$ cat src/rtl/spi_frame_deserializer_if.sv
// Frame handshake bundle between the SPI frame deserializer (master side,
// produces frames) and the request queue (slave side, consumes frames).
interface spi_frame_deserializer_if #(
  parameter int OPW   = 2,
  parameter int ADDRW = 23
);
  logic             ready_in;
  logic             valid_out;
  logic [OPW-1:0]   opcode_out;
  logic [ADDRW-1:0] addr_out;

  modport master (
    input  ready_in,
    output valid_out,
    output opcode_out,
    output addr_out
  );

  modport slave (
    output ready_in,
    input  valid_out,
    input  opcode_out,
    input  addr_out
  );
endinterface

$ cat src/rtl/spi_frame_deserializer.sv
// SPI receive-side frame deserializer: oversamples spi_clk/n_cs/mosi on clk,
// collects one {opcode, addr} frame per chip-select assertion and offers it
// on a valid/ready handshake. Malformed, aborted or overrun frames are
// dropped with a one-cycle err pulse.
// Optional build macro PARITY_CHECK_EN: adds a trailing even-parity bit to
// each frame; frames failing parity are dropped with err.
module spi_frame_deserializer #(
  parameter int OPW   = 2,
  parameter int ADDRW = 23
) (
  input  logic                    clk,
  input  logic                    rst_n,
  input  logic                    spi_clk,
  input  logic                    n_cs,
  input  logic                    mosi,
  spi_frame_deserializer_if.master fr,
  output logic                    err,
  output logic                    busy
);
  localparam int FRAME_W = OPW + ADDRW;
  localparam int CW      = $clog2(FRAME_W + 2);
`ifdef PARITY_CHECK_EN
  localparam int FRAME_BITS = FRAME_W + 1;
`else
  localparam int FRAME_BITS = FRAME_W;
`endif
  // Count value present on the rise that carries the final frame bit.
  localparam logic [CW-1:0] LAST_IDX = CW'(FRAME_BITS - 1);
  localparam logic [CW-1:0] DATA_CNT = CW'(FRAME_W);

  typedef enum logic [1:0] {IDLE, RX, DRAIN} state_t;

  state_t             state;
  logic [1:0]         sclk_sync;
  logic [1:0]         cs_sync;
  logic [1:0]         mosi_sync;
  logic               sclk_d;
  logic [FRAME_W-1:0] sr;
  logic [CW-1:0]      cnt;
  logic               valid_q;
  logic [OPW-1:0]     opcode_q;
  logic [ADDRW-1:0]   addr_q;
  logic               err_q;

  logic               rise;
  logic               cs_act;
  logic               bit_in;
  logic [FRAME_W-1:0] sr_shift;
  logic [FRAME_W-1:0] frame_data;
  logic               frame_ok;
  logic               can_load;

  // Two-flop synchronisers plus one delay stage for spi_clk edge detection.
  always_ff @(posedge clk or negedge rst_n) begin
    if (!rst_n) begin
      sclk_sync <= 2'b00;
      cs_sync   <= 2'b11;
      mosi_sync <= 2'b00;
      sclk_d    <= 1'b0;
    end else begin
      sclk_sync <= {sclk_sync[0], spi_clk};
      cs_sync   <= {cs_sync[0], n_cs};
      mosi_sync <= {mosi_sync[0], mosi};
      sclk_d    <= sclk_sync[1];
    end
  end

  assign rise     = sclk_sync[1] & ~sclk_d;
  assign cs_act   = ~cs_sync[1];
  assign bit_in   = mosi_sync[1];
  assign sr_shift = {sr[FRAME_W-2:0], bit_in};
  assign can_load = ~valid_q | fr.ready_in;

`ifdef PARITY_CHECK_EN
  // Data register is already full when the parity bit arrives.
  assign frame_data = sr;
  assign frame_ok   = ~(^{sr, bit_in});
`else
  assign frame_data = sr_shift;
  assign frame_ok   = 1'b1;
`endif

  // Frame FSM with registered handshake outputs and err pulse.
  always_ff @(posedge clk or negedge rst_n) begin
    if (!rst_n) begin
      state    <= IDLE;
      sr       <= '0;
      cnt      <= '0;
      valid_q  <= 1'b0;
      opcode_q <= '0;
      addr_q   <= '0;
      err_q    <= 1'b0;
    end else begin
      err_q <= 1'b0;
      if (valid_q && fr.ready_in) begin
        valid_q <= 1'b0;
      end
      case (state)
        IDLE: begin
          if (cs_act) begin
            state <= RX;
            cnt   <= '0;
            sr    <= '0;
          end
        end
        RX: begin
          if (!cs_act) begin
            // Select released before the frame completed: drop partial data.
            state <= IDLE;
            if (cnt != '0) begin
              err_q <= 1'b1;
            end
          end else if (rise) begin
            cnt <= cnt + 1'b1;
            if (cnt < DATA_CNT) begin
              sr <= sr_shift;
            end
            if (cnt == LAST_IDX) begin
              state <= DRAIN;
              if (!frame_ok) begin
                err_q <= 1'b1;
              end else if (can_load) begin
                // Reload also covers acceptance in this same cycle: no bubble.
                valid_q  <= 1'b1;
                opcode_q <= frame_data[FRAME_W-1:ADDRW];
                addr_q   <= frame_data[ADDRW-1:0];
              end else begin
                // Previous frame still pending: overrun, keep held outputs.
                err_q <= 1'b1;
              end
            end
          end
        end
        DRAIN: begin
          if (!cs_act) begin
            state <= IDLE;
          end
        end
        default: state <= IDLE;
      endcase
    end
  end

  assign fr.valid_out  = valid_q;
  assign fr.opcode_out = opcode_q;
  assign fr.addr_out   = addr_q;
  assign err           = err_q;
  assign busy          = (state == RX);

endmodule
$ cat src/flat_wrapper.sv
// flat-port wrapper written by rule: the top's interface ports become plain ports
module spi_frame_deserializer_flat 
#(
  parameter int OPW   = 2,
  parameter int ADDRW = 23
)
  (clk, rst_n, spi_clk, n_cs, mosi, err, busy, fr_ready_in, fr_valid_out, fr_opcode_out, fr_addr_out);
  spi_frame_deserializer_if #(.OPW(OPW), .ADDRW(ADDRW)) fr_i ();
  input  logic clk;
  input  logic rst_n;
  input  logic spi_clk;
  input  logic n_cs;
  input  logic mosi;
  output logic err;
  output logic busy;
  input wire logic [$bits(fr_i.ready_in)-1:0] fr_ready_in;
  output wire logic [$bits(fr_i.valid_out)-1:0] fr_valid_out;
  output wire logic [$bits(fr_i.opcode_out)-1:0] fr_opcode_out;
  output wire logic [$bits(fr_i.addr_out)-1:0] fr_addr_out;
  assign fr_i.ready_in = fr_ready_in;
  assign fr_valid_out = fr_i.valid_out;
  assign fr_opcode_out = fr_i.opcode_out;
  assign fr_addr_out = fr_i.addr_out;
  spi_frame_deserializer #(.OPW(OPW), .ADDRW(ADDRW)) u_core (.clk(clk), .rst_n(rst_n), .spi_clk(spi_clk), .n_cs(n_cs), .mosi(mosi), .fr(fr_i), .err(err), .busy(busy));
endmodule
$ cat config.mk
export PLATFORM = sky130hd
export DESIGN_NAME = spi_frame_deserializer_flat
export DESIGN_NICKNAME = d
export VERILOG_FILES = /design/src/rtl/spi_frame_deserializer_if.sv /design/src/rtl/spi_frame_deserializer.sv /design/src/flat_wrapper.sv
export SDC_FILE = /design/constraint.sdc
export NUM_CORES = 1
export LEC_CHECK = 0
export CAP_MARGIN = 20
export CORE_MARGIN = 2
export CORE_UTILIZATION = 57
export CTS_BUF_LIST = sky130_fd_sc_hd__clkbuf_2
export CTS_CLUSTER_DIAMETER = 150
export DETAILED_ROUTE_END_ITERATION = 16
export PLACE_DENSITY = 0.79
export RECOVER_POWER = 100
export SYNTH_ARGS = -nofsm -noshare
export SYNTH_HDL_FRONTEND = slang
export SYNTH_SLANG_ARGS = --single-unit
$ cat constraint.sdc
create_clock -name clk -period 2.05 [get_ports clk]
set_clock_uncertainty 0.2 [all_clocks]
set_input_delay 0.5125 -clock clk [delete_from_list [all_inputs] [get_ports clk]]
set_output_delay 0.5125 -clock clk [all_outputs]
set_load 0.02 [all_outputs]
# ---- Word level (Yosys, flattened, before mapping)
# Cells that the tools add are included.
dict set report word_totals {
  regBits 65
  in_bits 6
  word_cells 63
}
dict set report op_classes {
  n_addsub 1
  n_lt_le_gt_ge 1
  eq_ne 10
  mux 27
  n_bitwise 5
  reduce_logical 8
}
# cell count
set ops {}
lappend ops {{$mux W24} 4}
lappend ops {{$pmux W24 S2} 1}
lappend ops {{$mux W5} 3}
lappend ops {{$mux W1} 12}
lappend ops {{$mux W2} 5}
lappend ops {{$pmux W5 S2} 1}
lappend ops {{$reduce_and A5 Y1} 2}
lappend ops {{$reduce_and A4 Y1} 2}
lappend ops {{$ne A2 B1 Y1 const B} 3}
lappend ops {{$ne A3 B1 Y1 const B} 2}
lappend ops {{$pmux W2 S3} 1}
lappend ops {{$add A5 B1 Y5 const B} 1}
lappend ops {{$eq A5 B5 Y1 const B} 1}
lappend ops {{$lt A5 B5 Y1 const B} 1}
lappend ops {{$reduce_bool A5 Y1} 1}
lappend ops {{$ne A2 B2 Y1 const B} 2}
lappend ops {{$not A1 Y1} 3}
lappend ops {{$eq A2 B1 Y1 const B} 1}
lappend ops {{$eq A2 B2 Y1 const B} 1}
lappend ops {{$logic_not A2 Y1} 1}
lappend ops {{$reduce_bool A2 Y1} 1}
lappend ops {{$and A1 B1 Y1} 1}
lappend ops {{$logic_and A1 B1 Y1} 1}
lappend ops {{$or A1 B1 Y1} 1}

# ---- Depth between registers and ports, before layout
dict set report logic_depth {
  depth_word 7
  ltp_mapped 7
  depth_no_buf 6
}

# ---- Least setup slack after synthesis
# Ideal clock, no wire load.
dict set report synth_path {
  kind {flip-flop to output port}
  from {register u_core.state[1]}
  to {output port busy}
  arrival_ps 1174
  required_ps 1337
  path_slack_ps 164
  stages_incl_launch_ff 3
  path_buffers 1
  path_cell_list {dfrtp_1 nor2_1 clkbuf_1}
}
dict set report synth_between {
  elab_chain_len 1
}
# element line_no
set synth_lines {}
lappend synth_lines {{start: declaration} spi_frame_deserializer.sv:33} ;# state_t state;
lappend synth_lines {{start signal: assignment} spi_frame_deserializer.sv:86} ;# state <= IDLE;
lappend synth_lines {{start signal: assignment} spi_frame_deserializer.sv:101} ;# state <= RX;
lappend synth_lines {{start signal: assignment} spi_frame_deserializer.sv:109} ;# state <= IDLE;
lappend synth_lines {{$eq A2 B1 Y1} spi_frame_deserializer.sv:148} ;# assign busy = (state == RX);
lappend synth_lines {{end: declaration} flat_wrapper.sv:15} ;# output logic busy;
# Every way passes these cells.

# ---- Final worst setup path
dict set report layout_path {
  from {register u_core.addr_q[18] (netlist: u_core.fr.addr_out[18])}
  to {output port fr_addr_out[18]}
}
# element line_no
set layout_lines {}
lappend layout_lines {{start: declaration} spi_frame_deserializer.sv:42} ;# logic [ADDRW-1:0] addr_q;
lappend layout_lines {{start signal: assignment} spi_frame_deserializer.sv:126} ;# addr_q <= frame_data[ADDRW-1:0];
lappend layout_lines {{end: declaration} flat_wrapper.sv:19} ;# output wire logic [$bits(fr_i.addr_out)-1:0] fr_addr_out;
# No word-level cell between the ends.

==> impl_metrics.csv <==
group,metric,value,unit
clock_tree,clk_pin_slew,0.17,ns
critical_path,slowest_delay,0.43,ns
layout,n_fill_cell,340,
global_routing,antenna_found_initial,0,
clock_tree,h-tree-depth,3,
clock_tree,cts_setup_buffers,0,
power_and_ir_drop,power_density,717.2,nW/um^2
clock_tree,cts_made_buffers,9,
sta,slew_violations,0,
yosys,synth_top_area_share,0.5966,
sta,worstMarginPinSlew,0.8427,ns
global_routing,grt_usage,0.1974,
flow_run,maxCapViolations,0,
yosys,synth.distinct_cells,31,
sta,setup_viol,0,
die,rows,24,
clock_tree,clock_sinks,65,
sta,hold_violations,0,
global_routing,grt_pass1_vias,1649,
power_and_ir_drop,leakagePower,1.579,nW
critical_path,crit_path_start,"u_core.fr.addr_out[18]",
power_and_ir_drop,power_frac_seq,0.608,
power_and_ir_drop,p_sw_frac,0.2545,
yosys,ys_top_cells_by_count,"dfrtp_1 (63), nand2_1 (54), o21ai_0 (24), mux2_4 (20), nor2_1 (7)",
place,port_buffers,33,
yosys,syn_area,2643,um^2
layout,diodes,0,
outcome,outcome,"completed",
route,drt_wl_total,4479,um
critical_path,path_max_fanout,2,
layout,drive_above_1_share,0.1599,
yosys,synth_cells,217,
route,vias,1694,
die,io_pins,34,
yosys,seq_area_frac_synth,0.6165,
yosys,yosys.area.top_type,"dfrtp_1",
layout,multi_input_area,897.1,um^2
layout,seq_area,1629,um^2
die,core,4414,um^2
global_routing,grt_pass1_wl,7721,um
critical_path,crit_type,"flop to output pin",
yosys,syn_nets,225,
die,dieWidth,72.09,um
die,dieArea,5197,um^2
power_and_ir_drop,ir_drop,0.0004685,V
sta,slew_headroom,0.4382,
place,place_congestion,0.7608,
layout,finalInstanceArea,3089,um^2
route,wl_per_cell,13.95,um
global_routing,grt_overflow,0,
die,initial_core_util,0.5986,
critical_path,end_kind,"output pin",
yosys,yosys_warnings,0,
sta,rsz0062_at_grt,"no",
sta,fmax,520.4,MHz
critical_path,startpoint_type,"flop",
critical_path,r2r-start,"u_core.cnt[0]",
hold_path,min_from,"u_core.cs_sync[0]",
die,die_h,72.09,um
yosys,synth-seq-cells,65,
route,drt-pass1-iter-count,4,
power_and_ir_drop,p_int,1.652,mW
critical_path,cp_cell_sequence,"dlygate4sd2_1",
yosys,syn-mean-instance-area,12.18,um^2
sta,fin_crit,1.922,ns
power_and_ir_drop,combPwrFrac,0.071,
power_and_ir_drop,switching_power,0.5638,mW
yosys,ys_top_cells_by_area,"dfrtp_1 (60%), mux2_4 (11%), nand2_1 (7.7%)",
clock_tree,cts_tree,"yes",
yosys,synthArstFlopShare,1.000,
hold_path,worstHoldPathType,"flop to flop",
yosys,ys.flop_type,"dfrtp_1",
yosys,synth.most_common_cell,"dfrtp_1",
sta,hold_ws,0.1699,ns
critical_path,path_delay_family,"flip-flops",
route,route.detailed.drc,0,
layout,nNetsFinal,272,
route,drt-initial-drc-count,85,
layout,syn_to_final_growth,16.90,%
critical_path,crit_buf_inv,1,
clock_tree,cts_buffer_depth,2,
global_routing,grt_max_degree,66,
critical_path,critPathRequiredTime,1.34,ns
clock_tree,worstSkewPairLatency,0.45,ns
power_and_ir_drop,p_clk_frac,0.321,
yosys,synth_edf_count,0,
place,placed_area,3108,um^2
route,ant_nets,0,
critical_path,arrival,1.21,ns
sta,fin_crit_sh,0.9375,
critical_path,crit_path_top_delay_cell,"dfrtp_1",
route,viasPerCell,5.277,
clock_tree,root_buffer,"clkbuf_2",
place,dpl.hpwl,2935,um
[power groups by stage]
stage / Sequential, mW / Clock (mW) / Combinational, mW
finish: 1.35 / 0.711 / 0.158
floorplan: 1.37 / 0 / 0.0883
global placement: 1.37 / 0 / 0.165
global route: 1.35 / 0.799 / 0.182
CTS: 1.35 / 0.737 / 0.167
detailed placement: 1.37 / 0 / 0.168
[per-layer routing]
metal,vias to the layer above,track usage,part of all wire
met2,35,0.2936,0.47
met3,7,0.05000,0.033
met4,0,0.09434,0.015
li1,828,-,-
met5,-,0,0
met1,824,0.2740,0.48
[per-stage QoR]
stage,cells,utilization,power [mW],worst slack [ns],setup TNS (ns)
after global routing,321,0.6998,2.332,0.01391,0
after global placement,304,0.7041,1.532,0.007638,0
after floorplan,217,-,1.455,0.1638,0
after detailed placement,304,0.7041,1.537,-0.01622,-0.03089
after CTS,321,0.7222,2.251,0.04611,0
final,321,0.6998,2.216,0.1282,0
[layout make-up]
cell class / count / share of cell area
clock buffers: 10 / 0.01620
repair buffers: 46 / 0.1211
multi-input cells: 138 / 0.2904
inverters: 4 / 0.004860
well taps: 52 / 0.02106
clock inverters: 6 / 0.01904
flip-flops and latches: 65 / 0.5273
[registers in the layout, indices dropped and copies added (netlist names)]
register              flops
u_core.cs_sync            2
u_core.mosi_sync          2
u_core.err                1
u_core.state              2
u_core.sclk_sync          2
u_core.cnt                5
u_core.sr                24
u_core.fr.opcode_out      2
u_core.sclk_d             1
u_core.fr.valid_out       1
u_core.fr.addr_out       23
[logic make-up after synthesis]
logic type | synth area share
buf+inv | 0.02746
flops | 0.6165
compound gates | 0.06818
fa+ha+maj | 0.009468
xor+xnor | 0.006630
mux | 0.1392
simple gates | 0.1326
[what timing repair did]
| action | 4_1_cts | 5_1_grt |
|---|---|---|
| cloned | 0 | 0 |
| endpoints found under the setup margin | 28 | 1 |
| hold endpoints to repair | 63 | 0 |
| hold buffers | 1 | 0 |
| resized for setup | 31 | 2 |
[worst paths after layout]
path / slack (ns) / cells after the start / endpoint
max: 0.13 / 1 / fr_addr_out[18]
min: 0.17 / 0 / u_core.cs_sync[1]
max reg2reg: 0.14 / 6 / u_core.fr.addr_out[13]
min reg2reg: 0.17 / 0 / u_core.cs_sync[1]
max in group asynchronous: 0.52 / 3 / u_core.fr.valid_out
min in group asynchronous: 0.59 / 3 / u_core.fr.addr_out[18]
[cell usage in the layout (no fill, tap or decap), drive strengths merged, types with 2 or more instances in the layout]
master       instances
nand2               54
dfstp                2
clkinv               3
nor2                 7
nand3                3
a31oi                2
clkbuf              16
dfrtp               63
dlygate4sd2         27
clkinvlp             2
a21oi                2
buf                  8
xnor2                2
o22ai                2
o21ai               24
ha                   2
dlygate4sd3          4
inv                  4
nand2b               2
mux2                26
No activity file was read; power rests on OpenSTA's default activity.
